**src/rtl/pipeline_pkg.sv**
```systemverilog
// Shared sizing helpers for the valid/ready upsizer.
// Lane-index width and idle-counter width are derived here so top and timer agree.
package pipeline_pkg;

    function automatic int lane_idx_w(input int ratio);
        return $clog2(ratio);
    endfunction

    function automatic int idle_cnt_w(input int timeout);
        return $clog2(timeout + 1);
    endfunction

endpackage

```
**src/rtl/upsize_vr_flush_timer.sv**
```systemverilog
// Idle counter for a partially assembled word; raises fire when the word should be flushed.
// Only instantiated when UPSIZE_VR_FLUSH_EN is defined.
module upsize_vr_flush_timer
    import pipeline_pkg::*;
#(
    parameter int P_TIMEOUT = 16
) (
    input  logic clk,
    input  logic rst,
    input  logic active,
    input  logic accept,
    input  logic slot_free,
    output logic fire
);

    localparam int CW = idle_cnt_w(P_TIMEOUT);
    localparam logic [CW-1:0] LIMIT = CW'(P_TIMEOUT);

    logic [CW-1:0] idle_cnt;

    // An accepted beat always wins over a pending timeout.
    assign fire = active && !accept && slot_free && (idle_cnt == LIMIT);

    // Saturates at LIMIT while the output slot is stalled, so the flush fires once it frees.
    always_ff @(posedge clk or posedge rst) begin
        if (rst) begin
            idle_cnt <= '0;
        end else if (!active || accept || fire) begin
            idle_cnt <= '0;
        end else if (idle_cnt != LIMIT) begin
            idle_cnt <= idle_cnt + 1'b1;
        end
    end

endmodule

```
**src/rtl/upsize_vr.sv**
```systemverilog
// Valid/ready width upsizer: packs P_RATIO narrow beats into one registered wide word.
// Optional partial-word timeout flush is enabled by defining UPSIZE_VR_FLUSH_EN.
module upsize_vr
    import pipeline_pkg::*;
#(
    parameter int P_IN_WIDTH = 8,
    parameter int P_RATIO    = 4,
    parameter int P_TIMEOUT  = 16
) (
    input  logic                          clk,
    input  logic                          rst,
    input  logic                          valid_in,
    input  logic [P_IN_WIDTH-1:0]         data_in,
    input  logic                          last_in,
    output logic                          ready_in,
    output logic                          valid_out,
    output logic [P_IN_WIDTH*P_RATIO-1:0] data_out,
    output logic [P_RATIO-1:0]            keep_out,
    output logic                          last_out,
    input  logic                          ready_out
);

    localparam int LW = lane_idx_w(P_RATIO);
    localparam int DW = P_IN_WIDTH * P_RATIO;
    localparam logic [LW-1:0] LAST_LANE = LW'(P_RATIO - 1);

    if (P_RATIO < 2) begin : g_bad_ratio
        $error("upsize_vr: P_RATIO must be at least 2");
    end
    if (P_TIMEOUT < 1) begin : g_bad_timeout
        $error("upsize_vr: P_TIMEOUT must be at least 1");
    end

    logic [LW-1:0]      cnt;
    logic [DW-1:0]      asm_data;
    logic [P_RATIO-1:0] asm_keep;
    logic [DW-1:0]      word_next;
    logic [P_RATIO-1:0] keep_next;
    logic               accept;
    logic               complete;
    logic               flush_fire;
    logic               load;

    // Handshake: a beat moves on valid_in && ready_in, a word moves on valid_out && ready_out.
    // ready_in depends only on the output register and ready_out, never on valid_in/last_in.
    assign ready_in = !valid_out || ready_out;
    assign accept   = valid_in && ready_in;
    assign complete = accept && ((cnt == LAST_LANE) || last_in);
    assign load     = complete || flush_fire;

    always_comb begin
        word_next = asm_data;
        keep_next = asm_keep;
        if (accept) begin
            word_next[cnt*P_IN_WIDTH +: P_IN_WIDTH] = data_in;
            keep_next[cnt]                          = 1'b1;
        end
    end

`ifdef UPSIZE_VR_FLUSH_EN
    upsize_vr_flush_timer #(
        .P_TIMEOUT (P_TIMEOUT)
    ) u_flush_timer (
        .clk       (clk),
        .rst       (rst),
        .active    (cnt != '0),
        .accept    (accept),
        .slot_free (ready_in),
        .fire      (flush_fire)
    );
`else
    assign flush_fire = 1'b0;
`endif

    // Assembly side: cleared on the same edge its contents move to the output.
    always_ff @(posedge clk or posedge rst) begin
        if (rst) begin
            cnt      <= '0;
            asm_data <= '0;
            asm_keep <= '0;
        end else if (load) begin
            cnt      <= '0;
            asm_data <= '0;
            asm_keep <= '0;
        end else if (accept) begin
            cnt      <= cnt + 1'b1;
            asm_data <= word_next;
            asm_keep <= keep_next;
        end
    end

    // Output register: a new word may load on the same edge the previous one transfers.
    always_ff @(posedge clk or posedge rst) begin
        if (rst) begin
            valid_out <= 1'b0;
            data_out  <= '0;
            keep_out  <= '0;
            last_out  <= 1'b0;
        end else if (load) begin
            valid_out <= 1'b1;
            data_out  <= word_next;
            keep_out  <= keep_next;
            last_out  <= complete && last_in;
        end else if (valid_out && ready_out) begin
            valid_out <= 1'b0;
        end
    end

endmodule

```
**config.mk**
```make
export PLATFORM = sky130hd
export DESIGN_NAME = upsize_vr
export DESIGN_NICKNAME = d
export VERILOG_FILES = /design/src/rtl/pipeline_pkg.sv /design/src/rtl/upsize_vr_flush_timer.sv /design/src/rtl/upsize_vr.sv
export SDC_FILE = /design/constraint.sdc
export NUM_CORES = 1
export LEC_CHECK = 0
export CORE_AREA = 2 2 64 111
export DETAILED_ROUTE_END_ITERATION = 10
export DIE_AREA = 0 0 66 113
export PLACE_DENSITY = 0.82
export REMOVE_ABC_BUFFERS = 1
export SYNTH_ARGS = -nofsm -noshare
export SYNTH_HDL_FRONTEND = slang
export SYNTH_SLANG_ARGS = --single-unit
```
**constraint.sdc**
```tcl
create_clock -name clk -period 6 [get_ports clk]
set_input_delay 0.9 -clock clk [delete_from_list [all_inputs] [get_ports clk]]
set_output_delay 0.9 -clock clk [all_outputs]
set_load 0.02 [all_outputs]
```
== Yosys cells after proc, flatten, opt, wreduce, memory -nomap -nowiden ==
Cells that the tools add are included.

* Logic and storage cells: 38
* Output and inout bits: 39
* Flip-flop bits (word level): 76
* Input port bits: 13

* Equal/unequal tests: 1
* Shift operators: 2
* Bitwise operators: 1
* Reductions and logical operators: 10
* Multiplexer cells: 13
* Add/subtract/negate cells: 2
* Magnitude comparators: 2

{| class="wikitable"
|+ Operators with widths
! kind !! number
|-
| $mux W32 || 3
|-
| $neg A5 Y34 || 1
|-
| $shift A8 B34 Y32 const A || 1
|-
| $shiftx A8 B34 Y32 || 1
|-
| $bwmux W32 || 1
|-
| $mux W4 || 3
|-
| $logic_and A1 B1 Y1 || 5
|-
| $mux W2 || 2
|-
| $or A4 B4 Y4 || 1
|-
| $reduce_bool A2 Y1 || 2
|-
| $lt A2 B3 Y1 const B || 1
|-
| $mux W1 || 3
|-
| $add A2 B1 Y2 const B || 1
|-
| $demux W1 S2 || 1
|-
| $eq A2 B2 Y1 const B || 1
|-
| $ge A2 B1 Y1 const B || 1
|-
| $logic_or A1 B1 Y1 || 2
|-
| $logic_not A1 Y1 || 1
|}

== Longest topological paths before layout ==
Gate-level depths: netlist (run 1).

* Depth in word-level cells: 8
* Depth in mapped cells: 7
* Gate-level depth less buffers: 5

== Worst setup path before layout (run 1) ==
Ideal clock, no wire load.

* Path kind: input-to-output
* From: input port ready_out
* To: output port ready_in
* Slack: 3.618 ns
* Arrival: 1.482 ns
* Data required time: 5.100 ns
* Path buffers: 2
* Stages: 4
* Cells stage by stage: nor2b_1 inv_1 buf_2 buf_2

* Word-level cells in the longest chain between the ends: 1

{| class="wikitable"
|+ RTL lines
! item !! line !! RTL
|-
| start: declaration || upsize_vr.sv:20 || <nowiki>input logic ready_out</nowiki>
|-
| $logic_or A1 B1 Y1 || upsize_vr.sv:46 || <nowiki>assign ready_in = !valid_out || ready_out;</nowiki>
|-
| end: declaration || upsize_vr.sv:15 || <nowiki>output logic ready_in,</nowiki>
|}

Every way passes these cells.

== Final worst setup path (run 1) ==
Same ends and word-level chain as after synthesis.

==> results of run 1 <==
[cell families after synthesis]
family	count (synthesis)	synth area share
adders and majority gates	8	0.0268
DFF	76	0.509
AOI/OAI and AO/OA	116	0.255
buffers and inverters	63	0.0733
and+or+nand+nor	77	0.136
[critical path, stage by stage]
cell and delay, ns:
clkdlybuf4s50_1 0.41, nor2b_2 0.10, buf_4 0.31, inv_1 0.10, clkdlybuf4s50_1 0.55
[path summary, 6_finish.rpt]
path / slack [ns] / end / cells past startpoint
max in group asynchronous: 4.07 / data_out[20] / 3
min in group asynchronous: 0.82 / data_out[12] / 2
max reg2reg: 3.48 / asm_data[16] / 5
min: 0.48 / asm_data[13] / 1
min reg2reg: 0.48 / asm_data[13] / 1
max: 2.73 / ready_in / 5
[cell usage in the layout (no fill, tap or decap), drive strengths merged, types with 4 or more instances in the layout]
cell	n
clkdlybuf4s50	51
a22o	9
nand2	11
a32o	8
inv	23
ha	8
a21oi	4
dfrtp	76
o2bb2ai	8
buf	6
clkbuf	14
o21ai	4
nand2b	8
nor2	6
a2111oi	24
a2bb2oi	24
o32ai	8
nand4	34
a31oi	22
[flip-flops by register name (all words and copies together) (netlist names)]
| name | flops |
|---|---|
| last_out | 1 |
| keep_out | 4 |
| asm_keep | 4 |
| cnt | 2 |
| data_out | 32 |
| valid_out | 1 |
| asm_data | 32 |
[power by group through the flow]
stage / clock (mW) / sequential (mW) / combinational (mW)
finish: 0.488 / 0.644 / 0.485
global route: 0.518 / 0.652 / 0.517
CTS: 0.496 / 0.644 / 0.483
detailed placement: 0 / 0.651 / 0.480
global placement: 0 / 0.649 / 0.470
floorplan: 0 / 0.718 / 0.204
[cell type report]
class | count | area share
well taps | 82 | 0.0229
clock inverters | 2 | 0.00224
inverters | 23 | 0.0193
clock buffers | 14 | 0.0567
multi-input cells | 201 | 0.350
flip-flops and latches | 76 | 0.425
repair buffers | 57 | 0.124
[stage by stage]
stage / utilization / cell area [um^2] / hold WS [ns] / std cells / setup slack [ns]
floorplan: - / 3550 / 0.449 / 300 / 2.29
detailed placement: 0.644 / 4210 / 0.473 / 439 / 2.66
finish: 0.685 / 4480 / 0.481 / 455 / 2.73
global route: 0.685 / 4480 / 0.506 / 455 / 2.69
global placement: 0.644 / 4210 / 0.464 / 439 / 2.71
CTS: 0.685 / 4480 / 0.485 / 455 / 2.74
[per-layer routing]
layer,GRT usage,vias up
met4,0.131,0
met5,0,-
met2,0.432,154
li1,-,1394
met1,0.351,1536
met3,0.0716,25
==> flow_metrics.py, run 1 <==
metrics = {
    "outcome": {
        "run_status": "finished, final reports clean",
    },
    "routing": {
        "drtIter0Drc": 357,
        "drt-total-wl_mm": 9.73,
        "vias_per_cell": 6.83,
        "detailroute.wirelength.met2_mm": 4.92,
        "wl_met1_mm": 3.74,
        "route.top_layer_used": "met4",
        "postRouteAntennaNets": 0,
        "met3_length_um": 701,
        "drtPass1Iterations": 5,
        "drc_errors": 0,
        "via_count": 3109,
        "detail_route.wl_per_cell_um": 21.4,
    },
    "critical_path": {
        "endpoint_kind": "output port",
        "timing.critical_path.fanout_max": 30,
        "worst-endpoint-required_ns": 5.10,
        "cp-startpoint": "ready_out",
        "worst_setup_path_start_kind": "input port",
        "regToRegStartpoint": "cnt[0]",
        "timing.setup.critical_path_class": "in -> out",
        "worstPathArrival_ns": 2.37,
    },
    "power_and_ir_drop": {
        "switching_share": 0.323,
        "p_leak_nw": 1.77,
        "combinationalPowerShare": 0.300,
        "pwr_density_cell_mw_per_mm2": 361,
        "internal_power_mw": 1.09,
        "totalPowerFinal_mw": 1.62,
        "power.share.clock": 0.302,
        "power_switching_uw": 522,
        "irDropWorstVdd_mv": 0.288,
        "share_seq_of_total_power": 0.398,
    },
    "synthesis": {
        "ys_top_cells_by_area": "dfrtp_1, nand4_1, a2111oi_0",
        "synthCells": 340,
        "synth-edff-count": 0,
        "yosysWarningCount": 0,
        "ys_async_sr_fraction": 1.00,
        "yosys.cell_count.top_type": "dfrtp_1",
        "synth_top_area_share": 0.509,
        "post_synth_num_cell_types": 40,
        "syn_area_mm2": 0.00374,
        "avgSynthCellArea_um2": 11.0,
        "synthDominantAreaCellType": "dfrtp_1",
        "synth.ff_latch_count": 76,
        "dominantRegCellSynth": "dfrtp_1",
        "netlist_top_cells_count": "dfrtp_1, nand4_1, a2111oi_0, a2bb2oi_1",
        "synth.yosys.seq_area_share": 0.509,
    },
    "cells_and_area": {
        "syn2layout_area_growth_pct": 19.9,
        "diodes_inserted": 0,
        "finalNetCount": 389,
        "n_fill_cell": 516,
        "drive_above_1_share": 0.0912,
        "seq_area_mm2": 0.00190,
        "multiInputGateArea_mm2": 0.00157,
    },
    "sta": {
        "timing.final.crit_share": 0.545,
        "number_of_endpoints_with_negative_hold_slack_in_the_final_report": 0,
        "unrepaired_setup_endpoints_after_global_routing": "false",
        "fin_skew_ns": 0.00584,
        "timing_worst_slew_pin_value_ns": 0.810,
        "final.min_clock_period_ns": 3.27,
        "worst_rel_slew_slack": 0.460,
        "timing_max_transition_violations_final": 0,
        "max_freq_mhz": 306,
        "setup-violations-final": 0,
        "timing.setup.tns_ns": 0,
    },
    "clock_network": {
        "clkSinkCount": 76,
        "cts_setup_buffers": 0,
        "worst_setup_hold_path_clk_slew_ns": 0.05,
        "cts_tree": "yes",
        "clk_root_buffer_cell": "clkbuf_16",
        "cts-buffers-inserted": 9,
        "cts.repair.resized": 0,
        "count_of_h_tree_levels_built_during_cts": 3,
        "worst_skew_pair.late_latency_ns": 0.34,
        "cts.hold.buffers_added": 0,
        "cts_buffer_depth": 2,
    },
    "die": {
        "start_util": 0.571,
        "die_x_um": 66,
        "die_area_mm2": 0.00746,
        "core_region_area_mm2": 0.00654,
        "io_pins": 52,
        "row_count": 39,
        "fp.dieH_um": 113,
    },
    "global_route": {
        "first_global_vias": 2990,
        "grt_pass1_wl_mm": 15.5,
        "antenna_found_initial": 0,
        "gr_usage_total": 0.274,
        "grt_start_max_net_pins": 65,
        "grt_overflow": 0,
    },
    "placement": {
        "place_hpwl_mm": 5.87,
        "gp_congestion": 0.815,
        "numPortBuffers": 51,
    },
    "job": {
        "timing.max_cap.violations": 0,
    },
    "min_path": {
        "hold_wc_path_type": "reg -> reg",
        "holdCritStartpoint": "asm_data[13]",
    },
}
Note: power is estimated with default switching activity, not from simulation.
==> inputs of run 2 (changes only) <==
CORE_AREA = 2 2 66 115   (was 2 2 64 111)
DIE_AREA = 0 0 68 117   (was 0 0 66 113)
PLACE_DENSITY = 0.78   (was 0.82)
clock period = 3.3 ns   (was 6 ns; I/O delays follow)
==> run 2 against run 1 <==
  * Die area up 6.7%
  * Cell area grew 0.50%
  * Worst hold slack improved by 0.0053 ns
  * Highest routed layer unchanged
  * Non-clock buffer count rose by 1
  * Register-to-register slack worse by 2.8 ns
  * Critical path depth shrank 1
  * Clock skew increased by 0.0011 ns
  * Utilization shrank 4.9 points
==> flow_metrics.py, run 2 (same netlist as run 1, synthesis figures left out) <==
metrics = {
    "global_route": {
        "gr_usage_total": 0.263,
        "first_global_vias": 3055,
        "grt_pass1_wl_mm": 15.4,
        "antenna_found_initial": 0,
        "grt_overflow": 0,
        "grt_start_max_net_pins": 57,
    },
    "routing": {
        "via_count": 3063,
        "detail_route.wl_per_cell_um": 20.8,
        "postRouteAntennaNets": 0,
        "drtIter0Drc": 256,
        "drt-total-wl_mm": 9.56,
        "vias_per_cell": 6.67,
        "drc_errors": 0,
        "drtPass1Iterations": 5,
    },
    "cells_and_area": {
        "post_layout_nonfiller_instances": 459,
        "n_fill_cell": 583,
        "final_cell_mix": "dfrtp_1, clkdlybuf4s50_1, nand4_1",
        "finish.utilization": 0.636,
        "finalNetCount": 390,
        "design_area_mm2": 0.00450,
        "drive_above_1_share": 0.0941,
        "layout.cells.most_common": "dfrtp_1",
        "syn2layout_area_growth_pct": 20.5,
        "largestRegisters": "asm_data (32), data_out (32)",
    },
    "die": {
        "start_util": 0.528,
        "fp.dieH_um": 117,
        "row_count": 41,
        "die_x_um": 68,
        "core_region_area_mm2": 0.00708,
        "io_pins": 52,
        "die_area_mm2": 0.00796,
    },
    "sta": {
        "fin_skew_ns": 0.00697,
        "final_critical_path_setup_slack_ns": 0.640,
        "unrepaired_setup_endpoints_after_global_routing": "false",
        "hold_ws_ns": 0.487,
        "worst_rel_slew_slack": 0.336,
        "timing.final.crit_share": 0.806,
        "max_freq_mhz": 376,
        "number_of_endpoints_with_negative_hold_slack_in_the_final_report": 0,
        "timing_max_transition_violations_final": 0,
        "timing.setup.tns_ns": 0,
        "timing_worst_slew_pin_value_ns": 0.993,
        "final.min_clock_period_ns": 2.66,
        "setup-violations-final": 0,
    },
    "placement": {
        "dp_worst_setup_slack_ns": 0.576,
        "gp_congestion": 0.837,
        "numPortBuffers": 51,
        "postPlaceCellArea_mm2": 0.00424,
        "place_hpwl_mm": 6.20,
        "post-place-cells": 444,
    },
    "critical_path": {
        "worst_setup_path_start_kind": "flop",
        "worst-endpoint-required_ns": 3.52,
        "worstPathArrival_ns": 2.88,
        "timing.setup.critical_path_class": "reg -> reg",
        "timing.critical_path.fanout_max": 14,
        "endpoint_kind": "flop",
    },
    "power_and_ir_drop": {
        "irDropWorstVdd_mv": 0.358,
        "switching_share": 0.323,
        "pwr_density_cell_mw_per_mm2": 652,
        "totalPowerFinal_mw": 2.93,
        "internal_power_mw": 1.98,
        "combinationalPowerShare": 0.299,
        "p_leak_nw": 1.77,
        "power_switching_uw": 949,
        "share_seq_of_total_power": 0.398,
        "power.share.clock": 0.302,
    },
    "clock_network": {
        "cts.hold.buffers_added": 0,
        "clkSinkCount": 76,
        "clk_root_buffer_cell": "clkbuf_16",
        "count_of_h_tree_levels_built_during_cts": 3,
        "cts-buffers-inserted": 9,
        "cts_tree": "yes",
        "worst_setup_hold_path_clk_slew_ns": 0.06,
        "cts_setup_buffers": 0,
        "cts.repair.resized": 0,
        "worst_skew_pair.late_latency_ns": 0.34,
        "cts_buffer_depth": 2,
    },
    "outcome": {
        "run_status": "finished, final reports clean",
    },
    "job": {
        "timing.max_cap.violations": 0,
    },
    "min_path": {
        "hold_wc_path_type": "reg -> reg",
    },
}
-- run 2: path summary, 6_finish.rpt --
kind | from | endpoint | slack [ns] | cells past startpoint
max | cnt[0] | asm_data[16] | 0.64 | 4
min in group asynchronous | rst | data_out[15] | 0.53 | 2
min | asm_data[8] | asm_data[8] | 0.49 | 1
max in group asynchronous | rst | asm_data[1] | 2.16 | 3
min reg2reg | asm_data[8] | asm_data[8] | 0.49 | 1
max reg2reg | cnt[0] | asm_data[16] | 0.64 | 4
-- run 2: final cells by class --
class / instances / area, um^2 / area share
multi-input cells: 201 / 1570 / 0.348
repair buffers: 58 / 576 / 0.128
inverters: 23 / 86.3 / 0.0192
flip-flops and latches: 76 / 1900 / 0.423
diodes: 1 / 2.50 / 0.000556
clock inverters: 2 / 12.5 / 0.00278
well taps: 86 / 108 / 0.0239
clock buffers: 12 / 246 / 0.0548
-- run 2: critical path, stage by stage, from the launching register on --
cell and delay, ns:
dfrtp_1 0.53, ha_1 0.34, nor2_1 0.78, nand3_1 0.47, o32ai_1 0.42
-- run 2: power by group through the flow --
| stage | clock network (mW) | logic (mW) | registers, mW |
|---|---|---|---|
| 2_1_floorplan | 0 | 0.371 | 1.31 |
| 3_3_place_gp | 0 | 0.861 | 1.18 |
| 3_5_place_dp | 0 | 0.877 | 1.19 |
| 4_1_cts | 0.889 | 0.880 | 1.17 |
| 5_1_grt | 0.930 | 0.943 | 1.19 |
| 6_report | 0.887 | 0.878 | 1.17 |
-- run 2: layer usage --
metal  part of all wire  vias up  track usage
met2               0.51      107        0.392
li1                   -     1393            -
met5                  0        -            0
met1               0.40     1536        0.345
met4              0.039        0        0.163
met3              0.049       27       0.0574
==> inputs of run 3 (changes only) <==
CORE_AREA = 2 2 70 121   (was 2 2 66 115)
DIE_AREA = 0 0 72 123   (was 0 0 68 117)
PLACE_DENSITY = 0.73   (was 0.78)
clock period = 2.4 ns   (was 3.3 ns; I/O delays follow)
==> run 3 against run 2 <==
  * Clock power up 65%
  * Die area up 11%
  * Flip-flop and latch count unchanged
  * Clock-buffer cell count down 1
  * Utilization down 4.9 points
  * Largest cell class unchanged
  * Largest power group unchanged
==> flow_metrics.py, run 3 (same netlist as run 1, synthesis figures left out) <==
metrics = {
    "critical_path": {
        "timing.critical_path.cells": "clkdlybuf4s50_1, nor2b_2, inv_1, clkdlybuf4s50_1",
        "worst_setup_path_start_kind": "input port",
        "path_delay_family": "buffers and inverters",
        "crit_path_max_incr_delay_ns": 0.62,
        "slowest_stage_cell_on_the_critical_path": "clkdlybuf4s50_1",
        "worstPathArrival_ns": 1.63,
        "path_common_cell": "clkdlybuf4s50_1",
        "cp.depth": 4,
        "timing.critical_path.fanout_max": 2,
        "worst_r2r_path_depth": 4,
        "cp_num_buf_inv": 3,
        "timing.setup.critical_path_class": "in -> out",
        "worst-endpoint-required_ns": 2.04,
        "endpoint_kind": "output port",
    },
    "placement": {
        "postPlaceCellArea_mm2": 0.00432,
        "place_hpwl_mm": 6.05,
        "gp_congestion": 0.803,
        "numPortBuffers": 51,
    },
    "cells_and_area": {
        "syn2layout_area_growth_pct": 24.2,
        "design_area_mm2": 0.00464,
        "final_cell_mix": "dfrtp_1, clkdlybuf4s50_1, nand4_1",
        "n_fill_cell": 664,
        "drive_above_1_share": 0.116,
        "largestRegisters": "asm_data (32), data_out (32)",
        "layout.cells.most_common": "dfrtp_1",
        "multiInputGateArea_mm2": 0.00157,
        "finalNetCount": 397,
        "seq_area_mm2": 0.00190,
    },
    "clock_network": {
        "worst_skew_pair.late_latency_ns": 0.34,
        "count_of_h_tree_levels_built_during_cts": 3,
        "worst_setup_hold_path_clk_slew_ns": 0.06,
        "cts_buffer_depth": 2,
        "cts-buffers-inserted": 9,
        "clkSinkCount": 76,
        "clk_root_buffer_cell": "clkbuf_16",
        "cts.hold.buffers_added": 0,
        "cts_tree": "yes",
        "cts.repair.resized": 0,
        "cts_setup_buffers": 0,
    },
    "routing": {
        "vias_per_cell": 6.58,
        "drt-total-wl_mm": 9.69,
        "postRouteAntennaNets": 0,
        "drtPass1Iterations": 5,
        "drtIter0Drc": 322,
        "detail_route.wl_per_cell_um": 20.6,
        "via_count": 3100,
        "drc_errors": 0,
    },
    "sta": {
        "hold_ws_ns": 0.434,
        "number_of_endpoints_with_negative_hold_slack_in_the_final_report": 0,
        "worst_rel_slew_slack": 0.610,
        "timing_worst_slew_pin_value_ns": 0.570,
        "timing.final.crit_share": 0.829,
        "setup-violations-final": 0,
        "max_freq_mhz": 503,
        "fin_skew_ns": 0.00443,
        "final.min_clock_period_ns": 1.99,
        "timing_max_transition_violations_final": 0,
        "unrepaired_setup_endpoints_after_global_routing": "false",
    },
    "die": {
        "row_count": 43,
        "start_util": 0.472,
        "io_pins": 52,
        "fp.dieH_um": 123,
        "die_area_mm2": 0.00886,
        "core_region_area_mm2": 0.00791,
        "die_x_um": 72,
    },
    "power_and_ir_drop": {
        "irDropWorstVdd_mv": 0.537,
        "pwr_density_cell_mw_per_mm2": 928,
        "p_leak_nw": 1.85,
    },
    "global_route": {
        "grt_pass1_wl_mm": 15.7,
        "antenna_found_initial": 0,
        "grt_start_max_net_pins": 77,
        "gr_usage_total": 0.231,
        "first_global_vias": 3057,
        "grt_overflow": 0,
    },
    "job": {
        "timing.max_cap.violations": 0,
    },
    "min_path": {
        "hold_wc_path_type": "in -> async",
    },
    "outcome": {
        "run_status": "finished, final reports clean",
    },
}
## run 3: power breakdown
part / internal, mW / total, mW / switching (mW)
Combinational: 0.567 / 1.25 / 0.687
Sequential: 1.48 / 1.60 / 0.116
Clock: 0.933 / 1.46 / 0.523
## run 3: final timing paths
kind                        startpoint            to  slack (ns)
hold / removal                     rst     valid_out        0.43
min in group clk           asm_keep[1]   asm_keep[1]        0.48
setup / recovery             ready_out      ready_in        0.41
setup reg to reg                cnt[0]  asm_data[24]        0.44
max in group asynchronous          rst   data_out[5]        1.65
hold reg to reg            asm_keep[1]   asm_keep[1]        0.48
## run 3: layer usage
metal  vias to the layer above  global-route usage  share of wire
met5                         -                   0              0
met4                         0               0.137          0.028
met3                        27              0.0375          0.050
met2                       123               0.372           0.51
met1                      1553               0.289           0.41
li1                       1397                   -              -
## run 3: worst min-delay path: stages
cell and delay, ns:
clkdlybuf4s50_1 0.41, inv_2 0.07, buf_12 0.34
## run 3: cell type report
| cell class | count | area share |
|---|---|---|
| Sequential cell | 76 | 0.410 |
| Multi-Input combinational cell | 201 | 0.338 |
| Timing Repair Buffer | 65 | 0.141 |
| Clock buffer | 11 | 0.0523 |
| Tap cell | 90 | 0.0243 |
| Inverter | 23 | 0.0186 |
| Clock inverter | 4 | 0.0159 |
| Antenna cell | 1 | 0.000539 |
## run 3: through the flow
| step | total power, mW | setup slack, ns | TNS, ns | utilization | instances |
|---|---|---|---|---|---|
| 6_report | 4.31 | 0.412 | 0 | 0.587 | 471 |
| 5_1_grt | 4.49 | 0.357 | 0 | 0.586 | 470 |
| 4_1_cts | 4.32 | 0.397 | 0 | 0.586 | 470 |
| 3_5_place_dp | 2.86 | 0.196 | 0 | 0.546 | 455 |
| 3_3_place_gp | 2.85 | 0.320 | 0 | 0.546 | 455 |
| 2_1_floorplan | 2.31 | -1.10 | -66.89 | - | 300 |
